==> config.mk <==
export PLATFORM = sky130hd
export DESIGN_NAME = cordic
export DESIGN_NICKNAME = d
export VERILOG_FILES = /design/src/rtl/cordic_pkg.sv /design/src/rtl/cordic_stage.sv /design/src/rtl/cordic.sv
export SDC_FILE = /design/constraint.sdc
export NUM_CORES = 2
export LEC_CHECK = 0
export ABC_AREA = 1
export ABC_CLOCK_PERIOD_IN_PS = 5900
export BUFFER_PORTS_ARGS = -buffer_cell sky130_fd_sc_hd__buf_2
export CORE_MARGIN = 2
export CORE_UTILIZATION = 25
export CTS_CLUSTER_DIAMETER = 200
export DETAILED_ROUTE_END_ITERATION = 7
export GPL_TIMING_DRIVEN = 0
export SLEW_MARGIN = 5
export SYNTH_ARGS = -nofsm -noshare
export SYNTH_HDL_FRONTEND = slang
export SYNTH_SLANG_ARGS = --single-unit
==> constraint.sdc <==
create_clock -name clk -period 5.9 [get_ports clk]
set_input_delay 1.77 -clock clk [delete_from_list [all_inputs] [get_ports clk]]
set_output_delay 1.77 -clock clk [all_outputs]
set_load 0.01 [all_outputs]
==> src/rtl/cordic_pkg.sv <==
// cordic_pkg: pipeline word, constants and iteration helpers for cordic (gain() only with CORDIC_GAIN_COMP_EN)
package cordic_pkg;
  localparam int N_ITER = 12;
  localparam int PI = 25736;
  localparam int HALF_PI = 12868;
  localparam int K = 9949;
  localparam logic signed [15:0] ATAN [N_ITER] = '{
    16'sd6434, 16'sd3798, 16'sd2007, 16'sd1019, 16'sd511, 16'sd256,
    16'sd128, 16'sd64, 16'sd32, 16'sd16, 16'sd8, 16'sd4
  };
  typedef struct packed {
    logic               mode;
    logic signed [17:0] x;
    logic signed [17:0] y;
    logic signed [15:0] z;
  } cordic_t;
  function automatic cordic_t iter(cordic_t s, int i);
    logic signed [17:0] xs, ys;
    logic dp;
    dp = s.mode ? s.y[17] : ~s.z[15];
    xs = $signed(s.x) >>> i;
    ys = $signed(s.y) >>> i;
    iter = s;
    iter.x = dp ? s.x - ys : s.x + ys;
    iter.y = dp ? s.y + xs : s.y - xs;
    iter.z = dp ? s.z - ATAN[4'(i)] : s.z + ATAN[4'(i)];
  endfunction
  function automatic logic signed [15:0] sat(logic signed [17:0] v);
    return v > 18'sd32767 ? 16'h7fff : v < -18'sd32768 ? 16'h8000 : v[15:0];
  endfunction
`ifdef CORDIC_GAIN_COMP_EN
  // 9949 = 2^13 + 2^10 + 2^9 + 2^7 + 2^6 + 2^4 + 2^3 + 2^2 + 2^0
  function automatic logic signed [17:0] gain(logic signed [17:0] v);
    logic signed [31:0] w;
    w = 32'(v);
    return 18'(((w <<< 13) + (w <<< 10) + (w <<< 9) + (w <<< 7) + (w <<< 6) +
                (w <<< 4) + (w <<< 3) + (w <<< 2) + w) >>> 14);
  endfunction
`endif
endpackage

==> src/rtl/cordic_stage.sv <==
// cordic_stage: two registered CORDIC micro-rotations, iterations I0 and I0+1
module cordic_stage
  import cordic_pkg::*;
#(
  parameter int I0 = 0
) (
  input  logic    clk,
  input  logic    reset,
  input  cordic_t d,
  output cordic_t q
);
  always_ff @(posedge clk) q <= reset ? '0 : iter(iter(d, I0), I0 + 1);
endmodule

==> src/rtl/cordic.sv <==
// cordic: 12-iteration pipelined rotation/vectoring CORDIC, 8-cycle latency; CORDIC_GAIN_COMP_EN gives unit gain
module cordic
  import cordic_pkg::*;
(
  input  logic               mode,
  input  logic signed [15:0] x,
  input  logic signed [15:0] y,
  input  logic signed [15:0] z,
  input  logic               clk,
  input  logic               reset,
  output logic signed [15:0] res1,
  output logic signed [15:0] res2
);
  cordic_t pre, r0;
  cordic_t s [7];
  logic flip;
  logic signed [17:0] xf, yf;
  // fold inputs into the right half-plane / +-pi/2 so 12 iterations converge
  always_comb begin
    flip = mode ? x[15] : (int'(z) > HALF_PI || int'(z) < -HALF_PI);
    pre.mode = mode;
    pre.x = flip ? -18'(x) : 18'(x);
    pre.y = flip ? -18'(y) : 18'(y);
    pre.z = mode ? (flip ? (y[15] ? -16'(PI) : 16'(PI)) : '0)
                 : (flip ? (z[15] ? z + 16'(PI) : z - 16'(PI)) : z);
  end
  always_ff @(posedge clk) r0 <= reset ? '0 : pre;
  assign s[0] = r0;
  for (genvar g = 0; g < 6; g++) begin : g_stage
    cordic_stage #(.I0(2 * g)) u_stage (.clk(clk), .reset(reset), .d(s[g]), .q(s[g + 1]));
  end
`ifdef CORDIC_GAIN_COMP_EN
  assign xf = gain(s[6].x);
  assign yf = gain(s[6].y);
`else
  assign xf = s[6].x;
  assign yf = s[6].y;
`endif
  always_ff @(posedge clk) begin
    res1 <= reset ? '0 : sat(xf);
    res2 <= reset ? '0 : s[6].mode ? s[6].z : sat(yf);
  end
endmodule

Word level (Yosys, flattened, before mapping)
Index checks and enable logic that the tools add are counted.
- logic and storage cells: 172
- bits in registers: 371
- input port bits: 51
- output and inout bits: 32
- bitwise logic cells: 9
- add/sub/neg operators: 67
- reduce and logical (&&, ||, !) cells: 4
- mux-type cells: 56
- $lt $le $gt $ge: 6
- operator list (cell ; number):
    2-to-1 mux 18 bit ; 26
    2-to-1 mux 16 bit ; 15
    adder 18 x 10 -> 18 bit ; 2
    adder 18 x 11 -> 18 bit ; 2
    adder 18 x 12 -> 18 bit ; 2
    adder 18 x 13 -> 18 bit ; 2
    adder 18 x 14 -> 18 bit ; 2
    adder 18 x 15 -> 18 bit ; 2
    adder 18 x 16 -> 18 bit ; 2
    adder 18 x 17 -> 18 bit ; 2
    adder 18 x 7 -> 18 bit ; 2
    adder 18 x 8 -> 18 bit ; 2
    adder 18 x 9 -> 18 bit ; 2
    > comparator 18 x 16 -> 1 bit, second input constant ; 2
    < comparator 18 x 16 -> 1 bit, second input constant ; 2
    negation 16 -> 18 bit ; 2
    subtractor 18 x 10 -> 18 bit ; 2
    subtractor 18 x 11 -> 18 bit ; 2
    subtractor 18 x 12 -> 18 bit ; 2
    subtractor 18 x 13 -> 18 bit ; 2
    subtractor 18 x 14 -> 18 bit ; 2
    subtractor 18 x 15 -> 18 bit ; 2
    subtractor 18 x 16 -> 18 bit ; 2
    subtractor 18 x 17 -> 18 bit ; 2
    29 further kinds ; 57

Logic depth before layout (Yosys ltp)
- depth after elaboration: 6
- mapped depth: 42

By module
Synthesis repeated with hierarchy kept, for this count alone.
- cells, all modules: 7628
- area, all modules: 46887.5 µm²
- modules (own cells, without submodules) (module ; area an instance (µm²) ; times used ; cells each):
    cordic_stage at g_stage[0].u_stage ; 8797.2 ; 1 ; 1467
    cordic_stage at g_stage[1].u_stage ; 8185.4 ; 1 ; 1345
    cordic_stage at g_stage[2].u_stage ; 7161.9 ; 1 ; 1162
    cordic_stage at g_stage[3].u_stage ; 6837.8 ; 1 ; 1119
    cordic_stage at g_stage[4].u_stage ; 5851.9 ; 1 ; 963
    cordic_stage at g_stage[5].u_stage ; 5844.4 ; 1 ; 969
    cordic ; 4209.0 ; 1 ; 603

Least setup slack after synthesis
OpenSTA, ideal clock, no wires.
- path kind: register to register
- start: register g_stage[1].u_stage.q[33] (netlist name)
- end: register g_stage[2].u_stage.q[28] (netlist name)
- slack: 0.503 ns
- period minus slack after synthesis: 5.397 ns
- cell stages (with the launch flop): 37
- library setup time: 0.113 ns
- arrival time: 5.284 ns
- path through: dfxtp_1 -> clkbuf_1 -> o21bai_1 -> nand2_1 -> inv_1 -> clkbuf_1 -> clkbuf_1 -> nand2_1 -> xnor2_1 -> ha_1 -> nand2_1 -> inv_1 -> nand3_1 -> nand2_1 -> nand3_1 -> nand2_1 -> inv_1 -> o21bai_1 -> nand3_1 -> nand3_2 -> nand2_2 -> buf_4 -> o21ai_0 -> inv_1 -> fa_1 -> o21ai_0 -> a21oi_1 -> nor2_1 -> nor2_1 -> o21bai_1 -> nand2_1 -> nand2_1 -> a21oi_1 -> o21ai_0 -> nand2_1 -> nand2_1 -> nor2_1
- cells in the longest elaborated chain, start to end: 5
- elaborated cells between the ends (all ways): 13
- ends and longest elaborated chain (what ; line ; text):
    from (decl) ; cordic_stage.sv:10 ; output cordic_t q
    from (signal assigned) ; cordic_stage.sv:12 ; always_ff @(posedge clk) q <= reset ? '0 : iter(iter(d, I0), I0 + 1);
    parallel branches: the longest is 4 deep, another holds adder 18 x 14 -> 18 bit ; -- ;
    2-to-1 mux 18 bit * ; cordic_pkg.sv:25 ; iter.y = dp ? s.y + xs : s.y - xs;
    to (signal assigned) ; cordic_stage.sv:12 ;
    to (decl) ; cordic_stage.sv:10 ;
Mark *: on every way between the ends.
A chain may end at the register's enable or synchronous reset.

Worst setup path in the final report
- start: register g_stage[0].u_stage.q[36] (netlist name)
- end: register g_stage[1].u_stage.q[31] (netlist name)
- cells in the longest elaborated chain, start to end: 4
- elaborated cells between the ends (all ways): 10
- ends and longest elaborated chain (what ; line):
    from (decl) ; cordic_stage.sv:10
    from (signal assigned) ; cordic_stage.sv:12
    subtractor 18 x 16 -> 18 bit, or another cell as far along ; cordic_pkg.sv:25
    2-to-1 mux 18 bit (on tied branches) ; cordic_pkg.sv:25, cordic_pkg.sv:24
    subtractor 18 x 15 -> 18 bit, or another cell as far along ; cordic_pkg.sv:25
    2-to-1 mux 18 bit * ; cordic_pkg.sv:25
Every way passes the cells marked *; elsewhere a longest branch is shown, timed or not.

==> summary.md <==
| Metric | Value |
|---|---|
| Unique cell type count in the Yosys netlist | 61 |
| Share of layout cells above drive strength 1 | 7.812% |
| # IOs | 83 |
| Fin nets | 7701 |
| Buffers on Ports | 82 |
| Vias in the first global route | 41510 |
| Largest cells by area after synthesis | dfxtp_1 (16%), ha_1 (16%), nand2_1 (13%) |
| Multi-input gate area | 32800 sq um |
| Die area | 174800 sq um |
| Setup Skew | 0.03388 ns |
| Syn Nets | 7520 |
| WHS Path Cells | 2 |
| Hold Vio Cnt, Final | 0 |
| Synth Instances | 6881 |
| Synth-to-Final Area Change | 15.24% |
| Die X | 418.2 um |
| CP Class | register to register |
| Worst setup SP type | register |
| Vias | 44810 |
| DRC | 0 |
| Worst r2r src | g_stage[0].u_stage.q[36] |
| Final setup margin | 0.1662 ns |
| Final instance area | 49420 sq um |
| Die height | 418.2 um |
| CP bufs+invs | 8 |
| WL/cell | 15.14 um |
| Cell taking the most area after synthesis | dfxtp_1 |
| Vias/cell | 4.813 |
| CP most frequent cell | nand2_2 |
| Worst r2r dst | g_stage[1].u_stage.q[31] |
| Max-cap viol count | 0 |
| #FFs+latches synth | 350 |
| RSZ-0062 raised after global routing | true |
| Hold WC Path Type | register to register |
| Worst slew pin tran | 1.427 ns |
| Post-Syn Area per Cell | 6.232 sq um |
| Routed WL | 140900 um |
| Post-synth top cells | nand2_1 (1476), inv_1 (1020), a21oi_1 (768) |
| Hold Path End | res2[13] |
| Dpl cell area | 46070 sq um |
| Core ar. | 169800 sq um |
| Fillers | 18720 |
| DRT iter0 DRCs | 3145 |
| Syn. warnings | 0 |
| WP data arrival | 6.29 ns |
| CP max FO | 6 |
| Placed cells | 9181 |
| Delay-heaviest family, CP | simple AND/OR/NAND/NOR gates |
| Critical-path top delay cell | or4_4 |
| Initial core utilization | 25.25% |
| Largest stage delay, worst path | 0.52 ns |
| GR Util All Layers | 15.50% |
| R2R depth | 40 |
| Pin count of the biggest net entering global routing | 29 |
| RePlAce Congestion | 0.9158 |
| Final Cycle Share | 97.18% |
| Initial antenna violation count | 5 |
| Sequential cell area | 7022 sq um |
| Fin cells | 9310 |
| CP endpoint kind | register |
| Hold path start | g_stage[5].u_stage.q[29] |
| GRT overflow | 0 |
| Post-synth EDFFs | 0 |
| R2R Setup Slk | 0.17 ns |
| Most numerous cell in the Yosys netlist | nand2_1 |
| Asr flop ratio synth | 0% |
| Post-CTS Hold Buffers | 0 |
| Total Neg Setup Slack | 0 ns |
| Synth top area share | 16.34% |
| Final Slew Violations | 0 |
| Seq/Total Area, Yosys | 16.34% |
| Peak Freq | 0.1744 GHz |
| Status | complete, no violations |
| Mapped cell area | 42880 sq um |
| Row cnt | 151 |
| Max Root-Sink Buffers | 3 |
| Place WS | -1.988 ns |
| Worst-Skew Late Latency | 0.64 ns |
| Worst EP required | 6.46 ns |
| Final ANT Viol Nets | 0 |
| Initial DRT Pass Iterations | 7 |
| Ant. Diodes | 0 |
| Clk slew on worst S/H paths | 0.06 ns |
| First-pass GRT wire length | 220700 um |
| DP HPWL | 116800 um |
| Root Buffer | clkbuf_16 |
| Final Critical Period | 5.734 ns |
| CTS tree | done |
| Clk sinks | 350 |
| Number of H-tree branching levels | 2 |
| Slew HR | 4.884% |
| Setup Viol. Count Final | 0 |
| Primary FF master, synth | dfxtp_1 |
| Inserted Clock Buffers | 42 |
==> worst register-to-register path, delay by kind of cell, from the launching register on <==
family / cells / cell delay (ns)
adders and majority gates: 3 / 0.78
AOI/OAI and AO/OA: 5 / 0.78
buffers and inverters: 8 / 0.65
DFF: 1 / 0.37
xor gates and xnor gates: 2 / 0.28
and+or+nand+nor: 22 / 2.77
==> flip-flops by register name, indices dropped and copies added (netlist names) <==
signal and cells:
r0 53, res2 16, g_stage.u_stage.q 265, res1 16
==> routing by layer <==
metal	up-vias	part of all wire, %	GRT usage (%)
met1	20470	47	20.83
met2	1101	45	25.87
li1	23040	-	-
met4	2	2.9	4.595
met5	-	0.011	0
met3	195	5.2	1.763
==> kinds of logic after synthesis <==
kind of cell / count (synthesis) / share of synthesized area [%]
AND/OR/NAND/NOR: 2880 / 27.88
flip-flops: 350 / 16.34
XOR/XNOR: 424 / 8.695
AO/OA/AOI/OAI: 1513 / 19.29
adder cells (fa/ha/maj): 588 / 17.68
buffers and inverters: 1126 / 10.11
==> cell type report <==
| type | count | area share (%) |
|---|---|---|
| plain buffers | 92 | 1.142 |
| flip-flops and latches | 350 | 14.21 |
| multi-input cells | 5405 | 66.37 |
| inverters | 1031 | 7.874 |
| repair inverters | 1 | 0.01772 |
| clock buffers | 55 | 2.367 |
| repair buffers | 139 | 1.800 |
| well taps | 2218 | 5.616 |
| clock inverters | 19 | 0.6026 |
==> cells in the final DEF, fill, tap and decap left out, types with 36 or more instances in the layout <==
cell       instances
dfxtp_1          342
o21a_1            43
nand2_1         1454
nor3_1            88
xnor2_1           83
buf_4             62
nand3_1          397
xor2_1           307
ha_1             536
buf_2            101
o21ai_0          397
a31oi_1           47
a21o_1            36
nor2_1           691
clkbuf_16         44
clkbuf_1          39
nand4_1           74
o21ai_1           44
a21oi_1          739
o21bai_1          37
inv_1           1007
==> worst max path at each step <==
| stage | start | to | slack (ns) | cells past startpoint |
|---|---|---|---|---|
| after floorplan | g_stage[1].u_stage.q[33] | g_stage[2].u_stage.q[28] | 0.50 | 36 |
| after global placement | g_stage[1].u_stage.q[52] | g_stage[2].u_stage.q[28] | -1.99 | 35 |
| after detailed placement | g_stage[1].u_stage.q[52] | g_stage[2].u_stage.q[28] | -1.99 | 35 |
| after CTS | g_stage[2].u_stage.q[33] | g_stage[3].u_stage.q[51] | 0.02 | 32 |
| after global routing | g_stage[0].u_stage.q[36] | g_stage[1].u_stage.q[28] | -0.25 | 37 |
| final | g_stage[0].u_stage.q[36] | g_stage[1].u_stage.q[31] | 0.17 | 40 |
==> through the flow <==
stage                     util, %  hold slack [ns]
after global placement      27.12           0.4240
after global routing        29.09           0.4567
after detailed placement    27.12           0.4293
after CTS                   28.13           0.4411
after floorplan                 -           0.3883
final                       29.09           0.4367
==> repair_timing <==
action | 4_1_cts | 5_1_grt
cloned | 0 | 3
pin swaps | 6 | 70
buffers inserted | 5 | 50
gates resized for setup | 78 | 318
setup endpoints to repair | 111 | 96
Power is not shown: default switching activity piles up to over one toggle a cycle in this logic, so the estimate is an artifact.
